$ cat src/rtl/sync_fifo_param.sv
// sync_fifo_param: single-clock parametrised FIFO with occupancy count,
// almost-full/almost-empty thresholds, overflow/underflow pulses and a
// selectable first-word-fall-through read mode.
module sync_fifo_param #(
    parameter int unsigned DATA_WIDTH = 16,
    parameter int unsigned ADDR_WIDTH = 3,
    parameter int unsigned AF_THRESH  = 6,
    parameter int unsigned AE_THRESH  = 2,
    parameter int unsigned FWFT       = 0
) (
    input  logic                  clk,
    input  logic                  reset,
    input  logic                  wr_en,
    input  logic [DATA_WIDTH-1:0] data_in,
    input  logic                  rd_en,
    output logic [DATA_WIDTH-1:0] data_out,
    output logic                  data_valid,
    output logic                  full,
    output logic                  empty,
    output logic                  almost_full,
    output logic                  almost_empty,
    output logic [ADDR_WIDTH:0]   count,
    output logic                  overflow,
    output logic                  underflow
);

    localparam int unsigned DEPTH = 1 << ADDR_WIDTH;
    localparam int unsigned CW    = ADDR_WIDTH + 1;

    logic [DATA_WIDTH-1:0] mem_q [DEPTH];

    logic [CW-1:0] wr_ptr_q, wr_ptr_d;
    logic [CW-1:0] rd_ptr_q, rd_ptr_d;
    logic [CW-1:0] count_q, count_d;
    logic          full_q, full_d;
    logic          empty_q, empty_d;
    logic          af_q, af_d;
    logic          ae_q, ae_d;
    logic          overflow_q, overflow_d;
    logic          underflow_q, underflow_d;

    logic [ADDR_WIDTH-1:0] wr_idx;
    logic [ADDR_WIDTH-1:0] rd_idx;
    logic                  wr_acc;
    logic                  rd_acc;

    assign wr_idx = wr_ptr_q[ADDR_WIDTH-1:0];
    assign rd_idx = rd_ptr_q[ADDR_WIDTH-1:0];
    assign wr_acc = wr_en && !full_q;
    assign rd_acc = rd_en && !empty_q;

    // Next-state pointers, occupancy and flags, all derived from the next count
    always_comb begin
        wr_ptr_d    = wr_ptr_q;
        rd_ptr_d    = rd_ptr_q;
        count_d     = count_q;
        overflow_d  = wr_en && full_q;
        underflow_d = rd_en && empty_q;
        if (wr_acc) begin
            wr_ptr_d = wr_ptr_q + CW'(1);
        end
        if (rd_acc) begin
            rd_ptr_d = rd_ptr_q + CW'(1);
        end
        if (wr_acc && !rd_acc) begin
            count_d = count_q + CW'(1);
        end else if (!wr_acc && rd_acc) begin
            count_d = count_q - CW'(1);
        end
        full_d  = (count_d == CW'(DEPTH));
        empty_d = (count_d == '0);
        af_d    = (count_d >= CW'(AF_THRESH));
        ae_d    = (count_d <= CW'(AE_THRESH));
    end

    // Control state register; reset discards all stored words logically
    always_ff @(posedge clk or posedge reset) begin
        if (reset) begin
            wr_ptr_q    <= '0;
            rd_ptr_q    <= '0;
            count_q     <= '0;
            full_q      <= 1'b0;
            empty_q     <= 1'b1;
            af_q        <= 1'b0;
            ae_q        <= 1'b1;
            overflow_q  <= 1'b0;
            underflow_q <= 1'b0;
        end else begin
            wr_ptr_q    <= wr_ptr_d;
            rd_ptr_q    <= rd_ptr_d;
            count_q     <= count_d;
            full_q      <= full_d;
            empty_q     <= empty_d;
            af_q        <= af_d;
            ae_q        <= ae_d;
            overflow_q  <= overflow_d;
            underflow_q <= underflow_d;
        end
    end

    // Storage array, intentionally not reset
    always_ff @(posedge clk) begin
        if (wr_acc) begin
            mem_q[wr_idx] <= data_in;
        end
    end

    generate
        if (FWFT != 0) begin : g_fwft
            // Head word shown directly from storage; forced to zero while empty
            // so the output never exposes unwritten memory
            assign data_out   = empty_q ? '0 : mem_q[rd_idx];
            assign data_valid = !empty_q;
        end else begin : g_std
            logic [DATA_WIDTH-1:0] data_out_q;
            logic                  data_valid_q;

            // Registered read port: load on accepted pop, hold otherwise
            always_ff @(posedge clk or posedge reset) begin
                if (reset) begin
                    data_out_q   <= '0;
                    data_valid_q <= 1'b0;
                end else begin
                    data_valid_q <= rd_acc;
                    if (rd_acc) begin
                        data_out_q <= mem_q[rd_idx];
                    end
                end
            end

            assign data_out   = data_out_q;
            assign data_valid = data_valid_q;
        end
    endgenerate

    assign full         = full_q;
    assign empty        = empty_q;
    assign almost_full  = af_q;
    assign almost_empty = ae_q;
    assign count        = count_q;
    assign overflow     = overflow_q;
    assign underflow    = underflow_q;

endmodule
$ cat config.mk
export PLATFORM = sky130hd
export DESIGN_NAME = sync_fifo_param
export DESIGN_NICKNAME = d
export VERILOG_FILES = /design/src/rtl/sync_fifo_param.sv
export SDC_FILE = /design/constraint.sdc
export NUM_CORES = 1
export LEC_CHECK = 0
export ABC_AREA = 1
export ABC_CLOCK_PERIOD_IN_PS = 3320
export BUFFER_PORTS_ARGS = -buffer_cell sky130_fd_sc_hd__buf_4
export CORE_ASPECT_RATIO = 1.75
export CORE_MARGIN = 8
export CORE_UTILIZATION = 28
export DETAILED_ROUTE_END_ITERATION = 10
export PLACE_DENSITY = 0.52
export SLEW_MARGIN = 10
export SYNTH_ARGS = -nofsm -noshare
export SYNTH_HDL_FRONTEND = slang
export SYNTH_SLANG_ARGS = --single-unit
$ cat constraint.sdc
create_clock -name clk -period 3.32 [get_ports clk]
set_clock_uncertainty 0.2 [all_clocks]
set_input_delay 0.498 -clock clk [delete_from_list [all_inputs] [get_ports clk]]
set_output_delay 0.498 -clock clk [all_outputs]
set_load 0.1 [all_outputs]
Word level (Yosys, flattened, before mapping)
Memories as Yosys holds them, arrays and structs flattened. A register that Yosys moved wholly into a read port is not among the register bits.
Index checks and enable logic that the tools add are counted.
- multiplexer cells: 4
- multiply operators: 0
- bitwise gates (word level): 0
- magnitude comparators: 2
- divide/modulo/power cells: 0
- shift operators: 0
- add/subtract/negate cells: 4
- equal/unequal tests: 1
- reduce and logical (&&, ||, !) cells: 11
- operators by type and width (kind ; number):
    $add 4x1->4 const B ; 3
    $mux 4 ; 2
    $logic_and 1x1->1 ; 6
    $eq 4x4->1 const B ; 1
    $ge 4x3->1 const B ; 1
    $le 4x2->1 const B ; 1
    $logic_not 1->1 ; 4
    $logic_not 4->1 ; 1
    $sub 4x1->4 const B ; 1
    $mux 1 ; 2
- ROM bits: 0
- input port bits: 20
- word-level logic and storage cells: 33
- register bits: 19
- output and inout port bits: 27
- latch bits: 0
- RAM bits: 128
- memories: 1
- memory list (memory ; depth ; width ; read ports ; clocked after memory_dff ; write ports ; line ; source):
    mem_q ; 8 ; 16 ; 1 ; 1 ; 1 ; 30 ; logic [DATA_WIDTH-1:0] mem_q [DEPTH];

Depth between registers and ports, before layout
Gate-level depths: netlist (run 1).
- word-level depth: 7
- depth in mapped cells: 10
- depth with buffers taken out: 9

Least setup slack after synthesis (run 1)
No wires, ideal clock.
- path kind: register -> register
- start point: register full_q (netlist: full)
- end point: memory mem_q[4][0], enable pin
- buffers on the path: 0
- period minus slack after synthesis: 2.642 ns
- arrival: 2.054 ns
- setup time: 0.388 ns
- cell stages (with the launch flop): 5
- slack: 0.678 ns
- path through: dfrtp_1 inv_1 nand2_1 or2_2 nor2_1
- word-level cells in the longest chain between the ends: 4
- RTL lines (element ; line ; source):
    start: declaration ; 35 ; logic full_q, full_d;
    start signal: assignment ; 92 ; full_q <= full_d;
    $logic_not 1->1 ; 49 ; assign wr_acc = wr_en && !full_q;
    $logic_and 1x1->1 ; 49 ;
    $mux 1 ; 103 ; if (wr_acc) begin
    $mux 1 (not written as such) ; 104 ; mem_q[wr_idx] <= data_in;
    end: declaration ; 30 ;
Every way passes these cells.

Final worst setup path (run 1)
- start point: register empty_q (netlist: empty)
- end point: output port empty
- RTL lines (element ; line ; source):
    start: declaration ; 36 ; logic empty_q, empty_d;
    start signal: assignment ; 93 ; empty_q <= empty_d;
    end: declaration ; 19 ; output logic empty,
No word-level cell between the ends.

==> reports/metrics.yaml, run 1 <==
nNetsFinal: 602
multi_input_area_mm2: 0.00151
grt_max_degree: 82
worstSetupPathType: "reg2out"
hold_viol_final: 0
wl_per_cell_um: 16.8
worstSetupEndpointType: "output port"
start_util_pct: 28.4
post-cts-setup-buffer-count: 0
critical-path-top-delay-family: "flip-flops"
holdWs_ns: 0.0955
via_count: 4031
crit_path_start_kind: "flip-flop"
drtPass1Iterations: 4
cts_resized: 0
yosys.area.top_type: "edfxtp_1"
tightest_slew_ns: 0.936
period_share_pct: 59.3
crit_required_ns: 2.62
rr_worst_depth: 6
reg2reg_slack_ns: 1.40
fill_cells: 2226
die_x_um: 131
insertion_delay_ns: 0.41
slowest_delay_ns: 0.56
p_per_area_mw_per_mm2: 1010
via_per_inst: 4.53
area_growth_pct: 19.5
r2r_end: "data_out[11]"
fmax_ghz: 0.508
design_area_mm2: 0.00773
cts.htree.levels: 4
max_cap_violations: 0
portBuffers: 46
yosys_register_bits: 161
syn_area_mm2: 0.00647
instances_no_fill: 890
path_max_fanout: 4
numCtsBuffers: 17
synth_area_leaders: "edfxtp_1, dfrtp_1, nor2_1"
cts_tree: "yes"
area.sequential_mm2: 0.00467
layout-drive-gt1-share_pct: 19.0
ios: 47
relSlewSlack_pct: 37.5
core.rowCount: 73
period_needed_ns: 1.97
ctsHoldBuffers: 0
critPathArrivalTime_ns: 1.27
rsz0062_at_grt: "no"
dp.cells: 859
synth_top_cell_area_share_pct: 59.4
final-setup-viol-count: 0
ir_drop_uv: 713
final_util_pct: 34.0
syn_inst: 526
num_antenna_cells: 0
clockBufferDepth: 2
syn-num-nets: 550
crit_path_top_delay_cell: "dfstp_2"
dpl-instance-area_mm2: 0.00715
dpl.hpwl_um: 9330
path_cells: "buf_4"
cts_sinks: 161
die_h_um: 217
cp.buffers_inverters: 1
clock-root-buffer: "clkbuf_16"
gr-total-overflow: 0
drt-total-wl_um: 14900
drt_iter0_drc: 189
grtUsageTotal_pct: 11.3
coreArea_mm2: 0.0227
grt_pass1_vias: 4300
synth_cell_type_count: 28
p_leak_nw: 2.90
die_area_mm2: 0.0284
antenna_found_initial: 0
tns_ns: 0
ys_warn_count: 0
r2r-start: "rd_ptr_q[1]"
grt_pass1_wl_um: 23600
outcome: "complete, no violations"
slew_viol_final: 0
hold_class: "in2async"
gp_congestion: 0.773
clk_transition_reported_paths_ns: 0.06
synth-seq-area-share_pct: 72.2
avgSynthCellArea_um2: 12.3
ant_nets: 0
drc: 0
## sequential cells by signal (all words and copies together), names as in the netlist
name          count
wr_ptr_q          3
overflow          1
rd_ptr_q          3
count             4
data_valid        1
empty             1
almost_full       1
mem_q           128
data_out         16
underflow         1
full              1
almost_empty      1
## area by class of cell
class | instances | area share [%]
timing repair buffer | 60 | 5.83
inverter | 39 | 1.89
clock inverter | 13 | 1.88
tap | 300 | 4.86
multi-input combinational | 299 | 19.5
clock buffer | 18 | 5.55
sequential | 161 | 60.5
## layer usage
layer  routed length (um)  up-vias  global-route usage, %
li1                     -     1940                      -
met1                 5620     2006                   11.4
met2                 8260       62                   20.4
met3                  590       23                   2.77
met4                  450        0                   6.12
met5                    0        -                      0
## placed cells by master (no fill, tap or decap), types with 5 or more instances in the layout
cell type    n
clkbuf_16   17
a21oi_1     16
buf_4       60
edfxtp_1   128
o21ai_0     58
clkinv_2     5
nand2_2      5
o21ai_1      9
inv_1       30
o211ai_1    32
dfrtp_1     30
nand2_1     63
nor2_1      78
inv_2        7
nand3_1     21
## power breakdown
| part | internal, W | switching, W |
|---|---|---|
| logic | 0.000741 | 0.00239 |
| clock network | 0.00117 | 0.000750 |
| registers | 0.00261 | 0.000190 |
## per-stage QoR
step,power (W),setup WS [ns]
floorplan,0.00522,0.678
global placement,0.00595,1.36
finish,0.00784,1.35
global route,0.00830,1.21
detailed placement,0.00602,1.33
CTS,0.00796,1.32
## cell families after synthesis
| family | share of synthesized area [%] |
|---|---|
| fa+ha+maj | 0.774 |
| xor+xnor | 0.406 |
| compound gates | 10.4 |
| buf+inv | 4.51 |
| simple gates | 11.7 |
| flops | 72.2 |
## synth_stat cells
cell type,n
nand3_1,21
o211ai_1,32
buf_4,2
ha_1,4
nor2_8,1
o21ai_1,9
nand2_1,63
buf_6,2
clkinv_1,2
nand3_2,2
or2_2,1
nor2_1,79
clkbuf_1,6
nand2_4,2
xor2_1,3
clkbuf_2,1
inv_2,7
a21oi_1,16
a21oi_4,1
edfxtp_1,128
inv_1,30
buf_2,16
dfstp_2,2
nand2_2,5
nor2_4,1
o21ai_0,58
dfrtp_1,31
nand4_1,1
## how the worst max path moves through the flow
stage	cells past startpoint	from	endpoint
finish	1	empty	empty
global route	7	rd_ptr_q[0]	data_out[8]
CTS	1	empty	empty
detailed placement	6	rd_ptr_q[1]	data_out[11]
global placement	5	wr_en	mem_q[4][12]
floorplan	4	full	mem_q[4][0]
(Power assumes the default switching activity.)
==> inputs of run 2 (changes only) <==
--- a/config.mk
+++ b/config.mk
@@ -5,14 +5,14 @@
 export SDC_FILE = /design/constraint.sdc
 export NUM_CORES = 1
 export LEC_CHECK = 0
-export ABC_AREA = 1
-export ABC_CLOCK_PERIOD_IN_PS = 3320
+export ABC_AREA = 0
+export ABC_CLOCK_PERIOD_IN_PS = 1800
 export BUFFER_PORTS_ARGS = -buffer_cell sky130_fd_sc_hd__buf_4
 export CORE_ASPECT_RATIO = 1.75
 export CORE_MARGIN = 8
 export CORE_UTILIZATION = 28
 export DETAILED_ROUTE_END_ITERATION = 10
-export PLACE_DENSITY = 0.52
+export PLACE_DENSITY = 0.54
 export SLEW_MARGIN = 10
 export SYNTH_ARGS = -nofsm -noshare
 export SYNTH_HDL_FRONTEND = slang
==> constraint.sdc (replaced) <==
create_clock -name clk -period 1.8 [get_ports clk]
set_clock_uncertainty 0.2 [all_clocks]
set_input_delay 0.27 -clock clk [delete_from_list [all_inputs] [get_ports clk]]
set_output_delay 0.27 -clock clk [all_outputs]
set_load 0.1 [all_outputs]
==> run 2 against run 1 <==
Compared with the run above: the run now ends with negative setup slack left; cell area rose by 11%; die area fell by 3.8%; clock power rose by 82%; global-route usage fell by 0.24 points; flip-flop and latch count did not move; worst hold slack improved by 0.082 ns; first-iteration DRC count rose by 31%; clock-buffer cell count rose by 5; combinational power rose by 120%; setup slack got worse by 1.5 ns; critical path type is now reg2reg.
==> reports/metrics.yaml, run 2 <==
outcome: "complete, but fails checks"
violations: "negative setup slack"
design_area_mm2: 0.00858
p_sw_share_pct: 37.9
multi_input_area_mm2: 0.00160
clockBufferDepth: 2
final_common_cell: "edfxtp_1"
hold_class: "in2async"
clk_transition_reported_paths_ns: 0.06
ant_nets: 0
antenna_found_initial: 0
dp.cells: 695
wl_per_cell_um: 18.0
fill_cells: 1930
ys_warn_count: 0
tightest_slew_ns: 0.488
switchingPower_w: 0.00591
via_count: 3356
cts.htree.levels: 4
nNetsFinal: 478
layout-drive-gt1-share_pct: 43.9
clock-root-buffer: "clkbuf_16"
crit_path_start_kind: "flip-flop"
die_x_um: 128
worstSetupEndpointType: "flip-flop"
yosys_register_bits: 161
synth_top_cell_area_share_pct: 62.1
crit_start: "empty"
die_h_um: 213
wl_met1_um: 5090
largest_reg_flops: 128
critPathArrivalTime_ns: 2.10
area.sequential_mm2: 0.00469
start_util_pct: 28.3
reg2reg_slack_ns: -0.18
fmax_ghz: 0.504
via_per_inst: 4.40
grt_max_degree: 35
synth_cell_type_count: 40
internal_power_w: 0.00968
area_growth_pct: 38.6
gr-total-overflow: 0
path_max_fanout: 5
coreArea_mm2: 0.0219
synthTopCellsByCount: "edfxtp_1, mux4_2, dfrtp_1"
pwr-share-clk_pct: 22.3
crit_required_ns: 1.91
slew_viol_final: 0
synth-compound-area-share_pct: 2.79
cts_tree: "yes"
num_antenna_cells: 0
p_leak_nw: 3.10
drc: 0
drt_iter0_drc: 248
dpl-instance-area_mm2: 0.00746
syn_area_mm2: 0.00619
insertion_delay_ns: 0.43
yosys-mux-area-fraction_pct: 14.2
synth-seq-area-share_pct: 75.4
synth-async-reset-ratio_pct: 20.5
avgSynthCellArea_um2: 19.2
yosys.area.top_type: "edfxtp_1"
drt-total-wl_um: 13700
gp_congestion: 0.788
most-common-layout-cells: "edfxtp_1, buf_4, mux4_2"
worstSetupPathType: "reg2reg"
syn-num-nets: 347
period_needed_ns: 1.98
drtPass1Iterations: 4
rr_worst_depth: 5
grtUsageTotal_pct: 11.0
die_area_mm2: 0.0273
synthAdderAreaFrac_pct: 0.808
max_cap_violations: 0
routed.top_layer: "met4"
grt_pass1_wl_um: 21800
core.rowCount: 72
comb_power_share_pct: 44.0
synth_top_family_by_area: "multiplexers"
seqPwrFrac_pct: 33.7
ios: 47
numCtsBuffers: 17
r2r-start: "empty"
dpl.hpwl_um: 8580
relSlewSlack_pct: 67.3
portBuffers: 46
synth-simple-area-share_pct: 4.61
synth_area_leaders: "edfxtp_1, dfrtp_1, mux4_2"
cts_sinks: 161
yosys.area_share.xor_xnor_pct: 0.707
r2r_end: "almost_empty"
syn_inst: 323
setup_slack_ns: -0.183
final-setup-viol-count: 88
grt_pass1_vias: 3737
synth_most_common_cell: "edfxtp_1"
instances_no_fill: 763
met3_wirelength_um: 558
regMostFlops: "mem_q"
period_share_pct: 110
pre_cts_ws_ns: -0.180
ir_drop_uv: 757
rsz0062_at_grt: "yes"
synthFlopType: "edfxtp_1"
synth_edf_count: 128
p_per_area_mw_per_mm2: 1820
hold_viol_final: 0
wl_met2_um: 7810
==> run 2: changes by cell type after synthesis, moves of 9 or more <==
cell      previous run  this run
a21oi_1             16         2
buf_2               16         7
inv_1               30         3
mux2i_1              0        16
mux4_2               0        32
nand2_1             63        29
nand3_1             21         1
nor2_1              79         9
o211ai_1            32         0
o21ai_0             58         8
==> run 2: repair_timing <==
item	4_1_cts	5_1_grt
setup buffers	14	3
endpoints found under the setup margin	135	142
pin swaps	3	8
hold buffers	19	0
gates cloned	3	2
endpoints found under the hold margin	161	0
resized for setup	25	25
==> run 2: how the worst max path moves through the flow <==
stage	to	slack, ns	depth (start not counted)
finish	almost_empty	-0.18	5
global route	almost_empty	-0.22	5
CTS	almost_empty	-0.16	5
detailed placement	full	-0.18	6
global placement	full	-0.15	6
floorplan	mem_q[0][0]	-0.51	4
==> run 2: layout make-up <==
class | instances | area share, %
flip-flops and latches | 161 | 54.6
well taps | 296 | 4.32
clock buffers | 23 | 5.72
multi-input cells | 144 | 18.7
repair buffers | 126 | 15.5
inverters | 4 | 0.204
clock inverters | 9 | 0.933
==> run 2: power groups by stage <==
stage	clock (W)	sequential, W	combinational, W
global route	0.00370	0.00535	0.00728
CTS	0.00357	0.00525	0.00677
floorplan	0	0.00716	0.00241
finish	0.00347	0.00526	0.00686
global placement	0	0.00527	0.00623
detailed placement	0	0.00531	0.00627
==> run 2: critical path, stage by stage, from the launching register on <==
cell	delay, ns
dfstp_4	0.61
nand2b_4	0.15
inv_4	0.03
and3_4	0.15
or3_4	0.37
a222oi_1	0.35
==> run 2: metal layers <==
| layer | vias up | GRT usage [%] |
|---|---|---|
| met3 | 21 | 2.58 |
| met2 | 59 | 20.0 |
| met1 | 1746 | 11.5 |
| met4 | 0 | 5.69 |
| met5 | - | 0 |
| li1 | 1530 | - |
==> run 2: kinds of logic after synthesis <==
| family | count (synthesis) |
|---|---|
| AOI/OAI and AO/OA | 28 |
| xor gates and xnor gates | 5 |
| adders and majority gates | 4 |
| buffers and inverters | 18 |
| DFF | 161 |
| muxes | 48 |
| and+or+nand+nor | 59 |
==> run 2: through the flow <==
stage	hold slack, ns	utilization, %	TNS (ns)	total power [W]
final	0.177	39.2	-5.67	0.0156
after detailed placement	0.0773	34.1	-10.80	0.0116
after floorplan	0.169	-	-40.26	0.00957
after global placement	0.0635	34.1	-8.80	0.0115
after CTS	0.173	39.0	-6.97	0.0156
after global routing	0.199	39.2	-12.36	0.0163
==> inputs of run 3 (changes only) <==
--- a/config.mk
+++ b/config.mk
@@ -6,13 +6,12 @@
 export NUM_CORES = 1
 export LEC_CHECK = 0
 export ABC_AREA = 0
-export ABC_CLOCK_PERIOD_IN_PS = 1800
-export BUFFER_PORTS_ARGS = -buffer_cell sky130_fd_sc_hd__buf_4
 export CORE_ASPECT_RATIO = 1.75
 export CORE_MARGIN = 8
 export CORE_UTILIZATION = 28
 export DETAILED_ROUTE_END_ITERATION = 10
-export PLACE_DENSITY = 0.54
+export DONT_BUFFER_PORTS = 1
+export PLACE_DENSITY = 0.47
 export SLEW_MARGIN = 10
 export SYNTH_ARGS = -nofsm -noshare
 export SYNTH_HDL_FRONTEND = slang
==> run 3 against run 2 <==
Compared with the run above: the run still ends with negative setup slack left; total power shrank 1.9%; critical endpoint is now mem_q[0][0]; clock-buffer cell count shrank 6; cell area down 3.4%; highest routed layer unchanged; worst hold slack worse by 0.12 ns; final cell count fell by 4.7%.
==> reports/metrics.yaml, run 3 (same netlist as run 2, synthesis figures left out) <==
drtPass1Iterations: 4
cts.htree.levels: 4
grt_pass1_vias: 3524
final-setup-viol-count: 125
p_leak_nw: 2.89
nNetsFinal: 442
crit_required_ns: 1.74
tns_ns: -15.87
crit_path_start_kind: "flip-flop"
ir_drop_uv: 762
r2r_end: "mem_q[0][0]"
grtUsageTotal_pct: 10.7
period_share_pct: 113
hold_class: "in2async"
max_cap_violations: 0
path_max_fanout: 8
rr_worst_depth: 5
gp_congestion: 0.731
reg2reg_slack_ns: -0.23
setup_slack_ns: -0.231
drc: 0
via_per_inst: 4.47
cts_tree: "yes"
layout-drive-gt1-share_pct: 43.2
rsz0062_at_grt: "yes"
cts_sinks: 161
period_needed_ns: 2.03
gr-total-overflow: 0
clock-root-buffer: "clkbuf_16"
die_h_um: 213
violations: "negative setup slack"
via_count: 3248
drt_iter0_drc: 218
r2r-start: "full"
die_x_um: 128
insertion_delay_ns: 0.42
fill_cells: 2020
critPathArrivalTime_ns: 1.97
area_growth_pct: 33.8
outcome: "complete, but fails checks"
regMostFlops: "mem_q"
die_area_mm2: 0.0273
most-common-layout-cells: "edfxtp_1, buf_4, mux4_2"
portBuffers: 0
dpl.hpwl_um: 8640
holdWs_ns: 0.0528
grt_max_degree: 29
worstSetupPathType: "reg2reg"
hold_viol_final: 0
largest_reg_flops: 128
antenna_found_initial: 0
grt_pass1_wl_um: 21200
drt-total-wl_um: 14200
tightest_slew_ns: 0.501
core.rowCount: 72
numCtsBuffers: 17
start_util_pct: 28.3
ant_nets: 0
wl_per_cell_um: 19.5
num_antenna_cells: 0
clk_transition_reported_paths_ns: 0.07
relSlewSlack_pct: 66.6
worstSetupEndpointType: "flip-flop"
p_per_area_mw_per_mm2: 1850
clockBufferDepth: 2
ios: 47
slew_viol_final: 0
fmax_ghz: 0.492
final_common_cell: "edfxtp_1"
coreArea_mm2: 0.0219
[run 3: cell types whose count changed in the layout (fill, tap and decap cells not counted), moves of 2 or more]
cell      change
buf_4        -25
clkinv_2      -3
buf_6         -8
inv_6         +6
a21oi_1       -2
dfrtp_1       -6
buf_12        -5
o21ai_2       +2
dfrtp_2       +6
clkbuf_1      -4
clkinv_4      +2
[run 3: metrics by stage]
stage	util (%)	cell area [um^2]	instances	power (W)	setup WS (ns)
2_1_floorplan	-	6310	323	0.00957	-0.515
3_3_place_gp	32.9	7190	664	0.0112	-0.200
3_5_place_dp	32.9	7190	664	0.0113	-0.182
4_1_cts	36.6	8000	718	0.0149	-0.192
5_1_grt	37.9	8290	727	0.0160	-0.349
6_report	37.9	8290	727	0.0153	-0.231
[run 3: where the power goes]
part	total, W	internal, W	switching (W)
Clock	0.00336	0.00180	0.00156
Combinational	0.00600	0.00252	0.00348
Sequential	0.00594	0.00486	0.00108
[run 3: critical path, stage by stage (launching register included)]
cell       delay, ns
dfrtp_4         0.50
nor2b_4         0.11
buf_6           0.12
or2b_4          0.29
nor3_4          0.29
clkbuf_16       0.23
[run 3: how the worst max path moves through the flow]
stage	startpoint	to	slack, ns	depth (start not counted)
floorplan	full	mem_q[0][0]	-0.51	4
global placement	full	mem_q[0][9]	-0.20	5
detailed placement	empty	full	-0.18	6
CTS	empty	almost_empty	-0.19	5
global route	empty	almost_empty	-0.35	6
finish	full	mem_q[0][0]	-0.23	5
[run 3: area by class of cell]
class	instances	area [um^2]	share of cell area, %
Clock inverter	15	125	1.51
Sequential cell	161	4700	56.7
Timing Repair Buffer	90	992	12.0
Tap cell	296	370	4.47
Multi-Input combinational cell	144	1660	20.0
Clock buffer	17	425	5.13
Inverter	4	17.5	0.211
[run 3: timing repair]
action / CTS / global route
setup endpoints to repair: 127 / 142
buffers inserted: 5 / 4
resized for setup: 15 / 39
cloned: 0 / 4
endpoints found under the hold margin: 162 / 1
pin swaps: 6 / 11
hold buffers: 18 / 1
[run 3: per-layer routing]
metal / wire [um] / track usage (%) / vias up
li1: - / - / 1465
met1: 5240 / 11.0 / 1692
met2: 7900 / 19.5 / 78
met3: 763 / 3.18 / 13
met4: 260 / 4.74 / 0
met5: 0 / 0 / -
